File: config.mk
export PLATFORM = sky130hd
export DESIGN_NAME = tex_rom_arbiter
export DESIGN_NICKNAME = d
export VERILOG_FILES = /design/src/rtl/tex_rom_arbiter.sv
export SDC_FILE = /design/constraint.sdc
export NUM_CORES = 1
export LEC_CHECK = 0
export CAP_MARGIN = 10
export CORE_ASPECT_RATIO = 1.25
export CORE_MARGIN = 2
export CORE_UTILIZATION = 42
export DETAILED_ROUTE_END_ITERATION = 10
export PLACE_DENSITY_LB_ADDON = 0.15
export SLEW_MARGIN = 30
export SYNTH_ARGS = -nofsm -noshare
export SYNTH_HDL_FRONTEND = slang
export SYNTH_SLANG_ARGS = --single-unit
File: constraint.sdc
create_clock -name pixel_clk_in -period 6.65 [get_ports pixel_clk_in]
set_input_delay 1.6625 -clock pixel_clk_in [delete_from_list [all_inputs] [get_ports pixel_clk_in]]
set_output_delay 1.6625 -clock pixel_clk_in [all_outputs]
set_load 0.02 [all_outputs]
File: src/rtl/tex_rom_arbiter.sv
// tex_rom_arbiter: round-robin share of the single-port texture BROM between
// NUM_REQ column-flattening lanes. It grants at most one texel request per cycle
// and registers the BROM address. A tag pipeline follows each accepted request
// through the fixed-latency ROM read and returns the pixel to the lane that asked
// for it.
module tex_rom_arbiter #(
   parameter int          NUM_REQ      = 4,
   parameter int          ROM_LATENCY  = 2,
   parameter int          TEX_BITS     = 6,
   parameter int          FIRST_TEX_ID = 3,
   parameter int          NUM_TEX      = 3,
   parameter logic [15:0] ERROR_PIXEL  = 16'hF81F
) (
   input  logic                         pixel_clk_in,
   input  logic                         rst_n_in,
   input  logic                         hold_in,
   input  logic [NUM_REQ-1:0]           req_valid_in,
   output logic [NUM_REQ-1:0]           req_ready_out,
   input  logic [4*NUM_REQ-1:0]         req_texture_in,
   input  logic [16*NUM_REQ-1:0]        req_wallx_in,
   input  logic [TEX_BITS*NUM_REQ-1:0]  req_tex_y_in,
   output logic [13:0]                  rom_addr_out,
   input  logic [15:0]                  rom_data_in,
   output logic [NUM_REQ-1:0]           rsp_valid_out,
   output logic [15:0]                  rsp_pixel_out,
   output logic                         busy_out
);

   localparam int LANE_W = $clog2(NUM_REQ);
   localparam int LAST   = ROM_LATENCY;

   // Texture id window, widened by one bit so the upper bound cannot wrap.
   localparam logic [4:0] TEX_LO = 5'(FIRST_TEX_ID);
   localparam logic [4:0] TEX_HI = 5'(FIRST_TEX_ID + NUM_TEX);

   // Arbitration state.
   logic [LANE_W-1:0]                 r_rr_ptr;

   // Tag pipeline: stage 0 lines up with the registered address, and stage LAST
   // lines up with valid ROM data at the input of the response register.
   logic [LAST:0]                     r_vld_pipe;
   logic [LAST:0][LANE_W-1:0]         r_lane_pipe;
   logic [LAST:0]                     r_inv_pipe;

   logic [13:0]                       r_rom_addr;
   logic [NUM_REQ-1:0]                r_rsp_valid;
   logic [15:0]                       r_rsp_pixel;

   logic                              w_arb_en;
   logic [NUM_REQ-1:0]                w_grant;
   logic [LANE_W-1:0]                 w_grant_idx;
   logic                              w_grant_any;
   logic [LANE_W:0]                   w_cand;
   logic                              w_accept;

   logic [3:0]                        w_sel_tex;
   logic [15:0]                       w_sel_wallx;
   logic [TEX_BITS-1:0]               w_sel_tex_y;
   logic [TEX_BITS-1:0]               w_tex_x;
   logic [3:0]                        w_bank;
   logic                              w_tex_ok;
   logic [13:0]                       w_addr;

   // Grants are suppressed while held or while reset is asserted.
   assign w_arb_en = rst_n_in & ~hold_in;

   // Round-robin search starting at r_rr_ptr; the first valid lane wins.
   always_comb begin
      w_grant     = '0;
      w_grant_idx = '0;
      w_grant_any = 1'b0;
      w_cand      = '0;
      for (int k = 0; k < NUM_REQ; k++) begin
         w_cand = {1'b0, r_rr_ptr} + (LANE_W+1)'(k);
         if (w_cand >= (LANE_W+1)'(NUM_REQ))
            w_cand = w_cand - (LANE_W+1)'(NUM_REQ);
         if (!w_grant_any && req_valid_in[w_cand[LANE_W-1:0]]) begin
            w_grant_any                   = 1'b1;
            w_grant_idx                   = w_cand[LANE_W-1:0];
            w_grant[w_cand[LANE_W-1:0]]   = 1'b1;
         end
      end
   end

   assign req_ready_out = w_arb_en ? w_grant : '0;
   assign w_accept      = w_arb_en & w_grant_any;

   // Fields of the granted lane.
   assign w_sel_tex   = req_texture_in[w_grant_idx*4 +: 4];
   assign w_sel_wallx = req_wallx_in[w_grant_idx*16 +: 16];
   assign w_sel_tex_y = req_tex_y_in[w_grant_idx*TEX_BITS +: TEX_BITS];

   // tex_x is the top TEX_BITS of the Q0.16 wall coordinate.
   assign w_tex_x  = w_sel_wallx[15 -: TEX_BITS];
   assign w_tex_ok = ({1'b0, w_sel_tex} >= TEX_LO) && ({1'b0, w_sel_tex} < TEX_HI);
   assign w_bank   = w_sel_tex - TEX_LO[3:0];

   // bank selects a 64x64 tile, tex_y selects a row and tex_x a column (14 bits total).
   assign w_addr = (14'(w_bank) << (2*TEX_BITS))
                 + (14'(w_sel_tex_y) << TEX_BITS)
                 + 14'(w_tex_x);

   // Round-robin pointer moves to the lane after the one just granted.
   always_ff @(posedge pixel_clk_in or negedge rst_n_in) begin
      if (!rst_n_in) begin
         r_rr_ptr <= '0;
      end else if (w_accept) begin
         if (w_grant_idx == LANE_W'(NUM_REQ-1))
            r_rr_ptr <= '0;
         else
            r_rr_ptr <= w_grant_idx + LANE_W'(1);
      end
   end

   // Address register; a bad texture id leaves the previous address on the ROM.
   always_ff @(posedge pixel_clk_in or negedge rst_n_in) begin
      if (!rst_n_in) begin
         r_rom_addr <= '0;
      end else if (w_accept && w_tex_ok) begin
         r_rom_addr <= w_addr;
      end
   end

   // Tag shift register: {valid, lane, invalid-tex} follows the ROM read latency.
   always_ff @(posedge pixel_clk_in or negedge rst_n_in) begin
      if (!rst_n_in) begin
         r_vld_pipe  <= '0;
         r_lane_pipe <= '0;
         r_inv_pipe  <= '0;
      end else begin
         r_vld_pipe[0]  <= w_accept;
         r_lane_pipe[0] <= w_grant_idx;
         r_inv_pipe[0]  <= ~w_tex_ok;
         for (int s = 1; s <= LAST; s++) begin
            r_vld_pipe[s]  <= r_vld_pipe[s-1];
            r_lane_pipe[s] <= r_lane_pipe[s-1];
            r_inv_pipe[s]  <= r_inv_pipe[s-1];
         end
      end
   end

   // Response register: one-hot valid for a single cycle; the pixel holds between responses.
   always_ff @(posedge pixel_clk_in or negedge rst_n_in) begin
      if (!rst_n_in) begin
         r_rsp_valid <= '0;
         r_rsp_pixel <= '0;
      end else begin
         r_rsp_valid <= r_vld_pipe[LAST]
                        ? ({{(NUM_REQ-1){1'b0}}, 1'b1} << r_lane_pipe[LAST])
                        : '0;
         if (r_vld_pipe[LAST])
            r_rsp_pixel <= r_inv_pipe[LAST] ? ERROR_PIXEL : rom_data_in;
      end
   end

   assign rom_addr_out  = r_rom_addr;
   assign rsp_valid_out = r_rsp_valid;
   assign rsp_pixel_out = r_rsp_pixel;
   assign busy_out      = |r_vld_pipe;

endmodule

==> results.cfg <==
[status]
outcome = finished clean

[pwr]
total_power_mw = 1.75
ir_drop_mv = 0.316
sw_frac_of_total = 0.407
combPwrFrac = 0.627
switching_power_uw = 714
power.share.sequential = 0.252
p_leak_nw = 1.89
internal-power_mw = 1.04
clkPwrFrac = 0.121
p_per_area_mw_per_mm2 = 398

[cells_and_area]
fin_util = 0.635
drive_above_1_share = 0.124
nets = 539
fin_cells = 494
diodes = 0
final_cell_area_mm2 = 0.00440
area_growth_syn_to_layout_pct = 47.0
nFillCells = 583

[cts]
insertion_delay_ns = 0.30
h-tree-depth = 2
cts_buffer_depth = 2
root_buffer = clkbuf_8
post_cts_resized = 0
clkTransAtPathRegs_ns = 0.10
postCtsHoldBufs = 0
cts_tree = done
clock-sinks = 48
cts_made_buffers = 5
cts_setup_buffers = 0

[yosys]
synthMuxAreaShare = 0.221
yosys.area_share.simple = 0.117
synthCells = 287
synthAdderAreaFrac = 0.0376
synth_flop_cell = dfrtp_1
avgSynthCellArea_um2 = 10.4
synth_top_cells_by_area = dfrtp_1 (40%), mux2i_1 (8.0%), mux2_2 (6.8%)
yosys_warnings = 0
synth_seq_cells = 48
synth_top_area_share = 0.401
synth-xor-area-share = 0
synth_top_family_by_area = multiplexers
async_flop_share = 1.00
yosysTopAreaCell = dfrtp_1
synth_common_cells = dfrtp_1 (48), nor2_1 (37), mux2i_1 (24)
synth_compound_area_frac = 0.169
yosysSeqAreaShare = 0.401
synth_area_mm2 = 0.00300
yosysUniqueCellTypes = 49
synthMostInstantiatedCell = dfrtp_1
syn_nets = 423
synth_enable_flop_cells = 0

[placement]
io_buffers = 125
place_area_mm2 = 0.00429
dp.cells = 486
gp_congestion = 0.831
place_hpwl_mm = 5.35
place_ws_ns = 0.757

[sta]
hold_ws_ns = 0.343
period_minus_slack_ns = 5.90
postLayoutSetupSlackWorst_ns = 0.746
setup_tns_ns = 0
fin_crit_sh = 0.888
hold_viol_final = 0
finalSetupViolations = 0
skew_ns = 0.0119
fmax_mhz = 169
drv_slew = 0
maxSlewHeadroom = 0.449
rsz0062_at_grt = false
worstMarginPinSlew_ns = 0.827

[global_routing]
grt_antenna_before_repair = 0
grt_pass1_vias = 2428
grt_max_degree = 49
track_usage = 0.181
grt_overflow = 0
grt_pass1_wl_mm = 11.4

[drt]
first_iter_violations = 159
drcViolationCount = 0
vias = 2601
drtPass1Iterations = 7
wl_mm = 7.08
wl_per_cell_um = 14.3
routed_via_density = 5.27
ant_nets = 0

[worst_setup_path]
path_class = in -> out
path_max_fanout = 11
crit_path_start = req_valid_in[2]
worst-r2r-setup-slack_ns = 1.89
worstReg2RegStart = r_rr_ptr[0]
startpoint_type = primary input
ff2ff_path_depth = 16
reg2reg_to = rom_addr_out[6]
arrival_ns = 4.24
required_ns = 4.99
crit_end = req_ready_out[1]
end_kind = output pin

[die]
initial_core_util = 0.432
core-area_mm2 = 0.00693
die_y_um = 98.4
num_rows = 34
dieArea_mm2 = 0.00783
die_x_um = 79.5
num_io_pins = 166

[flow_run]
drv_cap = 0

[worst_hold_path]
hold_path.class = reg -> reg
routing by layer:
layer / GRT usage / up-vias / wire length, um
met5: 0 / - / 0
met4: 0.0597 / 0 / 129
met3: 0.0375 / 9 / 431
met2: 0.306 / 83 / 3570
met1: 0.229 / 1242 / 2960
li1: - / 1267 / -
registers in the layout, indices dropped and copies added (netlist names):
name,count
r_inv_pipe,3
r_lane_pipe,6
r_rr_ptr,2
r_vld_pipe,3
rom_addr_out,14
rsp_pixel_out,16
rsp_valid_out,4
power by group through the flow:
| stage | clock, mW | sequential, mW | combinational [mW] |
|---|---|---|---|
| 2_1_floorplan | 0 | 0.518 | 0.717 |
| 3_3_place_gp | 0 | 0.446 | 1.09 |
| 3_5_place_dp | 0 | 0.449 | 1.11 |
| 4_1_cts | 0.219 | 0.443 | 1.11 |
| 5_1_grt | 0.233 | 0.455 | 1.20 |
| 6_report | 0.212 | 0.442 | 1.10 |
logic make-up after synthesis:
logic type,Yosys count
AND/OR/NAND/NOR,72
AO/OA/AOI/OAI,66
buffers and inverters,37
flip-flops,48
multiplexers,55
adder cells (fa/ha/maj),9
layout by cell type, fill, tap and decap left out, types with 4 or more instances in the layout:
cell / Yosys / routed
a221oi_1: 4 / 4
nand2b_1: 4 / 4
o21ai_0: 9 / 9
buf_4: 0 / 5
nor2_1: 37 / 37
inv_1: 16 / 16
clkdlybuf4s50_1: 0 / 124
ha_1: 9 / 9
a22oi_1: 5 / 5
mux2_4: 10 / 10
nand2_1: 7 / 7
dfrtp_1: 48 / 48
mux2i_1: 24 / 24
mux2_2: 18 / 18
clkbuf_8: 0 / 5
a21oi_1: 21 / 21
o211ai_1: 5 / 5
o22a_1: 5 / 5
worst max-delay path, cell delays in order:
cell             delay (ns)
clkdlybuf4s50_1        0.58
mux4_2                 0.64
nor2b_1                0.35
a22oi_1                0.12
nor2_1                 0.12
a221oi_1               0.06
nor2_1                 0.11
clkdlybuf4s50_1        0.60
worst min path at each step:
| stage | from | end | slack, ns | depth (start not counted) |
|---|---|---|---|---|
| floorplan | r_inv_pipe[0] | r_inv_pipe[1] | 0.33 | 0 |
| global placement | r_inv_pipe[1] | r_inv_pipe[2] | 0.33 | 0 |
| detailed placement | r_inv_pipe[1] | r_inv_pipe[2] | 0.34 | 0 |
| CTS | r_lane_pipe[3] | r_lane_pipe[5] | 0.35 | 0 |
| global route | r_lane_pipe[3] | r_lane_pipe[5] | 0.36 | 0 |
| finish | r_lane_pipe[3] | r_lane_pipe[5] | 0.34 | 0 |
final cells by class:
type,instances,area [um2],area share
clock buffer,5,68.8,0.0156
inverter,16,60.1,0.0136
multi-input combinational,202,1630,0.370
clock inverter,3,47.5,0.0108
timing repair buffer,130,1280,0.292
sequential,48,1200,0.273
tap,90,113,0.0256
Note: power is estimated with default switching activity, not from simulation.
